[src/rtl/tt_bin_clock_set_ctrl.sv]
// Set-mode controller for the binary clock core.
// Three raw buttons are synchronised and debounced, then steer a small
// RUN -> SET_HOUR -> SET_MIN -> SET_SEC FSM that issues one-cycle adjust
// pulses with auto-repeat, an idle timeout and a blink enable.
module tt_bin_clock_set_ctrl #(
  parameter int unsigned DB_CYCLES    = 3,
  parameter int unsigned REPEAT_DELAY = 100,
  parameter int unsigned REPEAT_RATE  = 25,
  parameter int unsigned TIMEOUT      = 1000,
  parameter int unsigned BLINK_HALF   = 50
) (
  input  logic       clk_i,
  input  logic       reset_ni,
  input  logic       mode_btn,
  input  logic       up_btn,
  input  logic       down_btn,
  output logic       time_set,
  output logic       id_switch,
  output logic       hour_id,
  output logic       minute_id,
  output logic       seconds_id,
  output logic [1:0] field_sel,
  output logic       blink
);

  typedef enum logic [1:0] {
    S_RUN  = 2'd0,
    S_HOUR = 2'd1,
    S_MIN  = 2'd2,
    S_SEC  = 2'd3
  } state_t;

  localparam int unsigned B_MODE  = 0;
  localparam int unsigned B_UP    = 1;
  localparam int unsigned B_DN    = 2;
  localparam int unsigned RPT_MAX = (REPEAT_DELAY > REPEAT_RATE) ? REPEAT_DELAY : REPEAT_RATE;
  localparam int unsigned DB_W    = $clog2(DB_CYCLES + 1);
  localparam int unsigned RPT_W   = $clog2(RPT_MAX + 1);
  localparam int unsigned IDLE_W  = $clog2(TIMEOUT + 1);
  localparam int unsigned BLK_W   = $clog2(BLINK_HALF + 1);

  logic [2:0]        raw;
  logic [2:0]        sync1_q;
  logic [2:0]        sync2_q;
  logic [2:0]        db_q;
  logic [2:0]        db_d1_q;
  logic [2:0]        rise_q;
  logic [DB_W-1:0]   db_cnt_q [3];

  state_t            state_q;
  state_t            state_d;
  logic              block_q;
  logic              block_d;
  logic              armed_q;
  logic              armed_d;
  logic [RPT_W-1:0]  rpt_cnt_q;
  logic [IDLE_W-1:0] idle_cnt_q;
  logic [BLK_W-1:0]  blink_cnt_q;

  logic              mode_ev;
  logic              up_ev;
  logic              dn_ev;
  logic              both_hi;
  logic              any_hi;
  logic              in_set;
  logic              held;
  logic              timeout;
  logic              fire;
  logic              fire_dir;
  logic              load_delay;
  logic              load_rate;

  assign raw     = {down_btn, up_btn, mode_btn};
  assign mode_ev = rise_q[B_MODE];
  assign up_ev   = rise_q[B_UP];
  assign dn_ev   = rise_q[B_DN];
  assign both_hi = db_q[B_UP] & db_q[B_DN];
  assign any_hi  = |db_q;
  assign in_set  = (state_q != S_RUN);
  // id_switch holds the direction of the pulse that armed the repeat.
  assign held    = id_switch ? db_q[B_UP] : db_q[B_DN];
  assign timeout = in_set && !any_hi && (idle_cnt_q == IDLE_W'(TIMEOUT - 1));

  // Two-flop synchronisers for the raw buttons.
  always_ff @(posedge clk_i or negedge reset_ni) begin
    if (!reset_ni) begin
      sync1_q <= '0;
      sync2_q <= '0;
    end else begin
      sync1_q <= raw;
      sync2_q <= sync1_q;
    end
  end

  // Debounce: adopt a new level after DB_CYCLES consecutive differing samples.
  always_ff @(posedge clk_i or negedge reset_ni) begin
    if (!reset_ni) begin
      db_q <= '0;
      for (int unsigned i = 0; i < 3; i++) db_cnt_q[i] <= '0;
    end else begin
      for (int unsigned i = 0; i < 3; i++) begin
        if (sync2_q[i] == db_q[i]) begin
          db_cnt_q[i] <= '0;
        end else if (db_cnt_q[i] == DB_W'(DB_CYCLES - 1)) begin
          db_q[i]     <= sync2_q[i];
          db_cnt_q[i] <= '0;
        end else begin
          db_cnt_q[i] <= db_cnt_q[i] + 1'b1;
        end
      end
    end
  end

  // Registered rising-edge events of the debounced levels.
  always_ff @(posedge clk_i or negedge reset_ni) begin
    if (!reset_ni) begin
      db_d1_q <= '0;
      rise_q  <= '0;
    end else begin
      db_d1_q <= db_q;
      rise_q  <= db_q & ~db_d1_q;
    end
  end

  // FSM state, repeat arming and up/down lockout registers.
  always_ff @(posedge clk_i or negedge reset_ni) begin
    if (!reset_ni) begin
      state_q <= S_RUN;
      block_q <= 1'b0;
      armed_q <= 1'b0;
    end else begin
      state_q <= state_d;
      block_q <= block_d;
      armed_q <= armed_d;
    end
  end

  // Next state and pulse request; mode beats timeout beats up/down.
  always_comb begin
    state_d    = state_q;
    block_d    = block_q;
    armed_d    = armed_q;
    fire       = 1'b0;
    fire_dir   = id_switch;
    load_delay = 1'b0;
    load_rate  = 1'b0;
    if (!db_q[B_UP] && !db_q[B_DN]) block_d = 1'b0;
    if (!held) armed_d = 1'b0;
    if (mode_ev) begin
      case (state_q)
        S_RUN:   state_d = S_HOUR;
        S_HOUR:  state_d = S_MIN;
        S_MIN:   state_d = S_SEC;
        default: state_d = S_RUN;
      endcase
      block_d = 1'b1;
      armed_d = 1'b0;
    end else if (timeout) begin
      state_d = S_RUN;
      armed_d = 1'b0;
    end else if (both_hi) begin
      block_d = 1'b1;
      armed_d = 1'b0;
    end else if (in_set && !block_q && (up_ev || dn_ev)) begin
      fire       = 1'b1;
      fire_dir   = up_ev;
      armed_d    = 1'b1;
      load_delay = 1'b1;
    end else if (in_set && armed_q && held && (rpt_cnt_q == '0)) begin
      fire      = 1'b1;
      load_rate = 1'b1;
    end
  end

  // Repeat, idle and blink counters; all reload or saturate.
  always_ff @(posedge clk_i or negedge reset_ni) begin
    if (!reset_ni) begin
      rpt_cnt_q   <= '0;
      idle_cnt_q  <= '0;
      blink_cnt_q <= '0;
    end else begin
      if (load_delay)               rpt_cnt_q <= RPT_W'(REPEAT_DELAY - 1);
      else if (load_rate)           rpt_cnt_q <= RPT_W'(REPEAT_RATE - 1);
      else if (!armed_d)            rpt_cnt_q <= '0;
      else if (rpt_cnt_q != '0)     rpt_cnt_q <= rpt_cnt_q - 1'b1;

      if (state_d == S_RUN || state_d != state_q || any_hi)
        idle_cnt_q <= '0;
      else if (idle_cnt_q != IDLE_W'(TIMEOUT - 1))
        idle_cnt_q <= idle_cnt_q + 1'b1;

      if (state_d == S_RUN || state_d != state_q || blink_cnt_q == BLK_W'(BLINK_HALF - 1))
        blink_cnt_q <= '0;
      else
        blink_cnt_q <= blink_cnt_q + 1'b1;
    end
  end

  // Registered outputs, computed from the next state and pulse request.
  always_ff @(posedge clk_i or negedge reset_ni) begin
    if (!reset_ni) begin
      time_set   <= 1'b0;
      id_switch  <= 1'b1;
      hour_id    <= 1'b0;
      minute_id  <= 1'b0;
      seconds_id <= 1'b0;
      field_sel  <= '0;
      blink      <= 1'b0;
    end else begin
      time_set   <= (state_d != S_RUN);
      field_sel  <= state_d;
      hour_id    <= fire && (state_q == S_HOUR);
      minute_id  <= fire && (state_q == S_MIN);
      seconds_id <= fire && (state_q == S_SEC);
      if (fire) id_switch <= fire_dir;
      if (state_d == S_RUN)
        blink <= 1'b0;
      else if (state_d != state_q)
        blink <= 1'b1;
      else if (blink_cnt_q == BLK_W'(BLINK_HALF - 1))
        blink <= ~blink;
    end
  end

endmodule

[config.mk]
export PLATFORM = sky130hd
export DESIGN_NAME = tt_bin_clock_set_ctrl
export DESIGN_NICKNAME = d
export VERILOG_FILES = /design/src/rtl/tt_bin_clock_set_ctrl.sv
export SDC_FILE = /design/constraint.sdc
export NUM_CORES = 1
export LEC_CHECK = 0
export BUFFER_PORTS_ARGS = -buffer_cell sky130_fd_sc_hd__buf_2
export CAP_MARGIN = 0
export CELL_PAD_IN_SITES_DETAIL_PLACEMENT = 0
export CELL_PAD_IN_SITES_GLOBAL_PLACEMENT = 1
export CORE_MARGIN = 10
export CORE_UTILIZATION = 40
export CTS_CLUSTER_DIAMETER = 150
export DETAILED_ROUTE_END_ITERATION = 10
export PLACE_DENSITY_LB_ADDON = 0.1
export SLEW_MARGIN = 10
export SYNTH_ARGS = -nofsm -noshare
export SYNTH_HDL_FRONTEND = slang
export SYNTH_SLANG_ARGS = --single-unit
export TNS_END_PERCENT = 1
[constraint.sdc]
create_clock -name clk_i -period 3.71 [get_ports clk_i]
set_input_delay 0.371 -clock clk_i [delete_from_list [all_inputs] [get_ports clk_i]]
set_output_delay 0.371 -clock clk_i [all_outputs]
set_load 0.01 [all_outputs]
## After elaboration in Yosys (flattened, before gate mapping)

Index checks and enable logic that the tools add are counted.

- Register bits: 54
- Output and inout port bits: 8

- Add/subtract/negate cells: 6
- Eq/ne operators: 14
- Mux-type cells: 42
- Bitwise gates (word level): 10
- Reduce and logical (&&, ||, !) cells: 32

Operators with widths:

| kind | number |
|---|---|
| $mux 7 | 4 |
| $mux 1 | 26 |
| $mux 10 | 2 |
| $mux 2 | 8 |
| $logic_and 1x1->1 | 11 |
| $add 10x1->10 const B | 1 |
| $eq 10x10->1 const B | 1 |
| $eq 2x2->1 const B | 5 |
| $ne 10x10->1 const B | 1 |
| $logic_not 7->1 | 1 |
| $not 1->1 | 7 |
| $reduce_bool 7->1 | 1 |
| $sub 7x1->7 const B | 1 |
| $add 2x1->2 const B | 3 |
| $add 6x1->6 const B | 1 |
| $eq 6x6->1 const B | 1 |
| $mux 6 | 1 |
| $pmux 2 s3 | 1 |
| $reduce_and 2->1 | 3 |
| $reduce_bool 2->1 | 3 |
| $reduce_and 5->1 | 1 |
| $logic_not 1->1 | 4 |
| $logic_not 2->1 | 2 |
| $logic_or 1x1->1 | 4 |
| other kinds (9) | 11 |

## Depth between registers and ports, before layout

Gate-level depths: netlist (run 1).

- Depth after elaboration: 11
- Depth in mapped cells: 8

## Worst setup path before layout (run 1)

Ideal clock, no wire load.

- Path type: register to register
- From: reg field_sel[0] (netlist name)
- To: reg idle_cnt_q[5]
- Setup time: 148 ps
- Data arrival time: 1843 ps
- Data required time: 3562 ps
- Path slack: 1719 ps
- Cell stages (with the launch flop): 9
- Period minus slack after synthesis: 1991 ps
- Cell sequence: dfrtp_1 -> inv_1 -> ha_1 -> buf_2 -> o21ai_0 -> a21oi_1 -> o21ai_2 -> buf_2 -> a211oi_1

RTL lines:

| element | line | text |
|---|---|---|
| end signal: assignment | 190 | `idle_cnt_q <= idle_cnt_q + 1'b1;` |
| end: declaration | 57 | `logic [IDLE_W-1:0] idle_cnt_q;` |

==> impl_metrics.yaml, run 1 <==
final_layout:
  area_delta_synth_final_pct: 8.167
  drive_gt1_share_pct: 14.69
  diodes: 0
  fin_nets: 258
  final_area_sq_um: 2784
logic_synthesis:
  synthFlopType: "dfrtp_1"
  synth_common_cells: "dfrtp_1, a21oi_1, nand2_1"
  syn_nets: 247
  async_reset_ff_share_pct: 100.0
  yosysWarnings: 0
  synth_edf_count: 0
  synth.distinct_cells: 45
  yosys-top-cells-area: "dfrtp_1, ha_1, xnor2_1"
  synth_area_sq_um: 2574
  syn_avg_cell_area_sq_um: 11.05
  yosysMostFrequentCell: "dfrtp_1"
  ys_ff_latch: 54
  synth_top_area_share_pct: 51.53
  syn_inst: 233
  yosys.area.top_type: "dfrtp_1"
  synth-seq-area-share_pct: 52.55
global_routing:
  grt_use_met2_pct: 14.89
  antenna_found_initial: 0
  grt_busiest_layer: "met2"
  met3_usage_pct: 3.503
  gr-total-overflow: 0
  first_global_vias: 1724
  met1_usage_pct: 14.14
  grt_max_degree: 36
  grt_pass1_wl_mm: 8.542
  track_usage_pct: 10.36
flow_run:
  drv_cap: 0
power_and_ir_drop:
  combinationalPowerShare_pct: 39.8
  ir_drop_mv: 0.3116
  switchingPower_mw: 0.8745
  pwr-share-seq_pct: 43.1
  p_leak_nw: 1.198
  switching_share_pct: 41.69
  p_int_mw: 1.223
  clkPwrFrac_pct: 17.1
  powerDensity_nw_per_um2: 753.5
worst_setup_path:
  critPathLaunchType: "register"
  critPathMaxFanout: 16
  worst_r2r_endpoint: "idle_cnt_q[6]$_DFFE_PN0P_"
  reg2reg_slack_ns: 1.35
  worst_ep_required_time_ns: 3.86
  arrival_ns: 2.51
  r2r-start: "field_sel[0]$_DFF_PN0_"
  setup.worst_path.class: "reg -> reg"
  rr_worst_depth: 6
  cp-end-kind: "register"
cts:
  post_cts_resized: 0
  postCtsSetupBuffers: 0
  cts_tree: "done"
  cts_buffers: 5
  cts.htree.levels: 2
  clk_latency_ns: 0.32
  clk_path_buf_depth: 2
  hold_buffers: 0
  cts.sinks: 54
  cts-root-buf: "clkbuf_8"
  clk_pin_slew_ns: 0.11
sta:
  whs_ns: -0.01973
  min_period_ns: 2.360
  slew_headroom_pct: 45.03
  tns_ns: 0
  setup_viol_count_final: 0
  layout_setup_ws_ns: 1.350
  finalHoldViolCount: 18
  final_max_slew_viol_count: 0
  finalClockSkew_ns: 0.01368
  tightest_slew_ns: 0.8244
  rsz0062_at_grt: "false"
  fin_crit_sh_pct: 63.60
  max_freq_mhz: 423.8
floorplanning:
  die_y_um: 100.2
  start_util_pct: 40.76
  rows: 29
  die_area_sq_um: 10040
  core_area_sq_um: 6314
  die_w_um: 100.2
  io_pins: 13
detailed_routing:
  wire_per_inst_um: 14.98
  vias: 1720
  drt-total-wl_mm: 4.825
  ant_nets: 0
  drt_iter0_markers: 86
  route.detailed.drc: 0
  routed_via_density: 5.342
  first_pass_iters: 4
run_status:
  violations: "hold timing"
  status: "finished with violations"
placement:
  placed_area_sq_um: 2686
  post-dp-hpwl_mm: 3.354
  gp_congestion: 0.7528
  dpl_worst_slack_ns: 1.382
  io_buffers: 12
worst_hold_path:
  hold_class: "in -> async"
-- logic make-up after synthesis --
family | share of synthesized area, %
AOI/OAI and AO/OA | 14.15
muxes | 2.576
xor gates and xnor gates | 5.785
adders and majority gates | 4.375
buffers and inverters | 3.160
and+or+nand+nor | 17.40
DFF | 52.55
-- final cells by class --
class,count,area [sq um]
fill,655,3530
tap,77,96.34
clock buffer,5,68.82
multi-input combinational,162,1140
clock inverter,3,28.78
inverter,8,30.03
sequential,54,1353
timing repair buffer,13,67.56
-- how the worst max path moves through the flow --
stage | startpoint | endpoint | slack (ns) | depth (start not counted)
6_report | field_sel[0]$_DFF_PN0_ | idle_cnt_q[6]$_DFFE_PN0P_ | 1.35 | 6
5_1_grt | field_sel[0]$_DFF_PN0_ | idle_cnt_q[6]$_DFFE_PN0P_ | 1.12 | 6
4_1_cts | field_sel[0]$_DFF_PN0_ | idle_cnt_q[6]$_DFFE_PN0P_ | 1.35 | 6
3_5_place_dp | field_sel[0]$_DFF_PN0_ | idle_cnt_q[6]$_DFFE_PN0P_ | 1.38 | 6
3_3_place_gp | field_sel[0]$_DFF_PN0_ | idle_cnt_q[6]$_DFFE_PN0P_ | 1.41 | 6
2_1_floorplan | field_sel[0]$_DFF_PN0_ | idle_cnt_q[5]$_DFFE_PN0P_ | 1.72 | 8
-- worst max-delay path, stage by stage (launching register included) --
cell and delay [ns]:
dfrtp_1 0.53, inv_1 0.13, ha_1 0.34, o21ai_0 0.21
a21oi_1 0.10, o21ai_2 0.66, a221oi_1 0.20
-- power groups by stage --
stage          registers (mW)  logic [mW]  clock network (mW)
2_1_floorplan           0.867       0.685                   0
3_3_place_gp            0.912       0.854                   0
3_5_place_dp            0.916       0.843                   0
4_1_cts                 0.905       0.849               0.378
5_1_grt                 0.939       0.952               0.395
6_report                0.904       0.835               0.359
-- stage by stage --
| stage | utilization, % | instances | hold slack, ns | power, mW |
|---|---|---|---|---|
| 6_report | 44.09 | 322 | -0.01973 | 2.098 |
| 5_1_grt | 44.09 | 322 | 0.01422 | 2.285 |
| 4_1_cts | 44.09 | 322 | 0.002641 | 2.132 |
| 3_5_place_dp | 42.55 | 314 | 0.3411 | 1.759 |
| 3_3_place_gp | 42.55 | 314 | 0.3318 | 1.766 |
| 2_1_floorplan | - | 233 | 0.07541 | 1.552 |
-- registers in the layout (all words and copies together), names as in the netlist --
signal and flops:
hour_id 1, blink 1, db_q 3, id_switch 1, time_set 1, block_q 1
db_cnt_q 6, sync2_q 3, seconds_id 1, rise_q 3, db_d1_q 3, idle_cnt_q 10
rpt_cnt_q 7, blink_cnt_q 6, field_sel 2, armed_q 1, sync1_q 3, minute_id 1
-- placed cells by master (no fill, tap or decap), drive strengths merged, types with 2 or more instances in the layout --
master    n
or2       3
and2      2
xor2      6
nor2     12
nor4      4
a21oi    14
clkbuf    5
buf      13
nand2    13
ha        9
nor2b     6
nor3     11
nand4     3
xnor2    11
nor3b     7
a211oi   11
dfrtp    53
or3       5
o21a      4
or4       2
inv      10
o21ai     9
nand3     6
nand2b    3
a31oi     2
mux2      5
a22o      2
a2111oi   3
-- per-layer routing --
layer | vias up | part of all wire [%]
li1 | 852 | -
met1 | 842 | 51
met2 | 21 | 42
met3 | 5 | 5.0
met4 | 0 | 1.4
met5 | - | 0
Note: power is estimated with default switching activity, not from simulation.
==> run 2, diff against run 1 <==
Settings changed: ABC_AREA from default to 1.
Clock period 3.71 ns to 2.4 ns, I/O delays scaled along.
==> run 2 against run 1 <==
Compared with the run above:
- the flow now finishes without violations
- power is 37% higher
- clock-buffer cell count unchanged
- non-clock buffer count is 2 higher
- clock skew down 0.010 ns
- utilization up 1.5 points
- register-to-register slack worse by 0.96 ns
- design area shrank 2.4%
- die area shrank 3.7%
- clock power up 36%
- worst hold slack improved by 0.059 ns
==> impl_metrics.yaml, run 2 <==
cts:
  cts-root-buf: "clkbuf_8"
  cts_tree: "done"
  post_cts_resized: 0
  clk_pin_slew_ns: 0.09
  hold_buffers: 1
  postCtsSetupBuffers: 0
  cts.sinks: 54
  cts_buffers: 5
  cts.htree.levels: 2
  clk_latency_ns: 0.30
  clk_path_buf_depth: 2
final_layout:
  seqCellArea_sq_um: 1353
  diodes: 0
  final_cell_mix: "dfrtp_1, nand2_1, nor2_1"
  fin_nets: 292
  final_common_cell: "dfrtp_1"
  top_register: "idle_cnt_q"
  nFillCells: 613
  area_delta_synth_final_pct: 10.71
  drive_gt1_share_pct: 13.67
  multiInputGateArea_sq_um: 970.9
  largest_reg_flops: 10
  top_regs: "idle_cnt_q: 10 flops, rpt_cnt_q: 7 flops"
logic_synthesis:
  yosys.area.top_type: "dfrtp_1"
  synth_edf_count: 0
  yosysMostFrequentCell: "dfrtp_1"
  yosys-top-cells-area: "dfrtp_1, nand2_1, nor2_1"
  yosysWarnings: 0
  syn_nets: 270
  syn_inst: 256
  synth.distinct_cells: 27
  synth_top_area_share_pct: 54.05
  syn_avg_cell_area_sq_um: 9.584
  synthFlopType: "dfrtp_1"
  synth-seq-area-share_pct: 55.12
  synth_common_cells: "dfrtp_1, nand2_1, nor2_1"
  synth_area_sq_um: 2454
  async_reset_ff_share_pct: 100.0
  ys_ff_latch: 54
global_routing:
  antenna_found_initial: 0
  gr-total-overflow: 0
  grt_pass1_wl_mm: 7.162
  grt_busiest_layer: "met2"
  first_global_vias: 1589
  grt_max_degree: 31
  met1_usage_pct: 11.88
  track_usage_pct: 8.895
  grt_use_met2_pct: 12.96
  met3_usage_pct: 2.960
worst_setup_path:
  setup.worst_path.class: "reg -> reg"
  worst_r2r_endpoint: "rpt_cnt_q[1]$_DFFE_PN0P_"
  arrival_ns: 2.21
  crit_slowest_cell: "dfrtp_1"
  worst_ep_required_time_ns: 2.60
  r2r-start: "field_sel[1]$_DFF_PN0_"
  crit_family: "simple AND/OR/NAND/NOR gates"
  cp_num_buf_inv: 2
  critPathMaxFanout: 9
  cp_common_cell: "nand2_1"
  reg2reg_slack_ns: 0.39
  critPathLaunchType: "register"
  crit_chain: "inv_1 -> ha_1 -> nor3_2 -> a21oi_1 -> nor2_4 -> nand2_2 -> nor2_8 -> inv_2 -> nand2_1 -> nand2_1"
  slowest_delay_ns: 0.43
  rr_worst_depth: 10
  cp-end-kind: "register"
detailed_routing:
  drt-total-wl_mm: 4.076
  first_pass_iters: 4
  wire_per_inst_um: 11.55
  route.detailed.drc: 0
  routed_via_density: 4.499
  drt_iter0_markers: 64
  vias: 1588
  ant_nets: 0
placement:
  gp_congestion: 0.7663
  post-dp-hpwl_mm: 2.975
  io_buffers: 12
sta:
  max_freq_mhz: 496.7
  finalHoldViolCount: 0
  finalClockSkew_ns: 0.003483
  final_max_slew_viol_count: 0
  setup_viol_count_final: 0
  rsz0062_at_grt: "false"
  min_period_ns: 2.013
  tightest_slew_ns: 0.6479
  fin_crit_sh_pct: 83.89
  slew_headroom_pct: 56.80
  tns_ns: 0
floorplanning:
  core_area_sq_um: 5956
  rows: 28
  io_pins: 13
  die_area_sq_um: 9667
  die_w_um: 98.32
  start_util_pct: 41.20
  die_y_um: 98.32
run_status:
  status: "finished, final reports clean"
worst_hold_path:
  holdPathStages: 1
  min_to: "sync1_q[0]$_DFF_PN0_"
  worstHoldStart: "mode_btn"
  hold_class: "in -> reg"
power_and_ir_drop:
  p_total_mw: 2.868
  ir_drop_mv: 0.5743
  combinationalPowerShare_pct: 37.7
  p_leak_nw: 1.318
  switching_share_pct: 39.24
  clkPwrFrac_pct: 17.0
  pwr-share-seq_pct: 45.3
  powerDensity_nw_per_um2: 1056
  p_int_mw: 1.742
  switchingPower_mw: 1.125
flow_run:
  drv_cap: 0
==> run 2: cell types whose count changed after synthesis, sizes merged, moves of 7 or more <==
cell    delta
a211oi    -11
nor3b      -7
a21oi      -8
nand2     +35
nor2      +29
inv       +25
nand3      +8
==> run 2: logic make-up after synthesis <==
kind of cell,Yosys count,synth area share [%]
adders and majority gates,9,4.590
buffers and inverters,34,5.304
and+or+nand+nor,123,24.07
DFF,54,55.13
xor gates and xnor gates,20,7.139
muxes,2,0.9178
AOI/OAI and AO/OA,14,2.855
==> run 2: stage by stage <==
stage	util, %	worst slack (ns)	hold WS, ns	instances	cell area, sq um
5_1_grt	45.61	0.1392	0.01876	353	2716
6_report	45.61	0.3866	0.03912	353	2716
2_1_floorplan	-	0.4928	-0.05559	256	2454
4_1_cts	45.61	0.3636	0.02479	353	2716
3_5_place_dp	44.03	0.3889	0.3057	345	2623
3_3_place_gp	44.03	0.4490	0.3045	345	2623
==> run 2: final cells by class <==
type / instances / area share [%]
Sequential cell: 54 / 49.79
Clock inverter: 2 / 0.5527
Tap cell: 75 / 3.455
Inverter: 34 / 4.790
Timing Repair Buffer: 15 / 3.132
Multi-Input combinational cell: 168 / 35.74
Clock buffer: 5 / 2.533
==> run 2: worst max-delay path by stage <==
stage | depth (start not counted) | endpoint | startpoint
after detailed placement | 10 | idle_cnt_q[5]$_DFFE_PN0P_ | field_sel[1]$_DFF_PN0_
after global routing | 10 | idle_cnt_q[5]$_DFFE_PN0P_ | field_sel[1]$_DFF_PN0_
after CTS | 10 | idle_cnt_q[7]$_DFFE_PN0P_ | field_sel[1]$_DFF_PN0_
after global placement | 10 | rpt_cnt_q[1]$_DFFE_PN0P_ | field_sel[0]$_DFF_PN0_
final | 10 | rpt_cnt_q[1]$_DFFE_PN0P_ | field_sel[1]$_DFF_PN0_
after floorplan | 10 | rpt_cnt_q[1]$_DFFE_PN0P_ | field_sel[0]$_DFF_PN0_
==> run 2: layer usage <==
metal,up-vias,share of wire (%),wire length (um)
li1,839,-,-
met1,728,51,2087
met2,17,43,1768
met3,4,4.3,175
met4,0,1.1,44
met5,-,0,0
==> run 2: power by group through the flow <==
stage	sequential [mW]	clock, mW	combinational, mW
2_1_floorplan	1.31	0	0.842
3_3_place_gp	1.32	0	1.11
3_5_place_dp	1.32	0	1.09
4_1_cts	1.30	0.513	1.11
5_1_grt	1.34	0.544	1.25
6_report	1.30	0.488	1.08
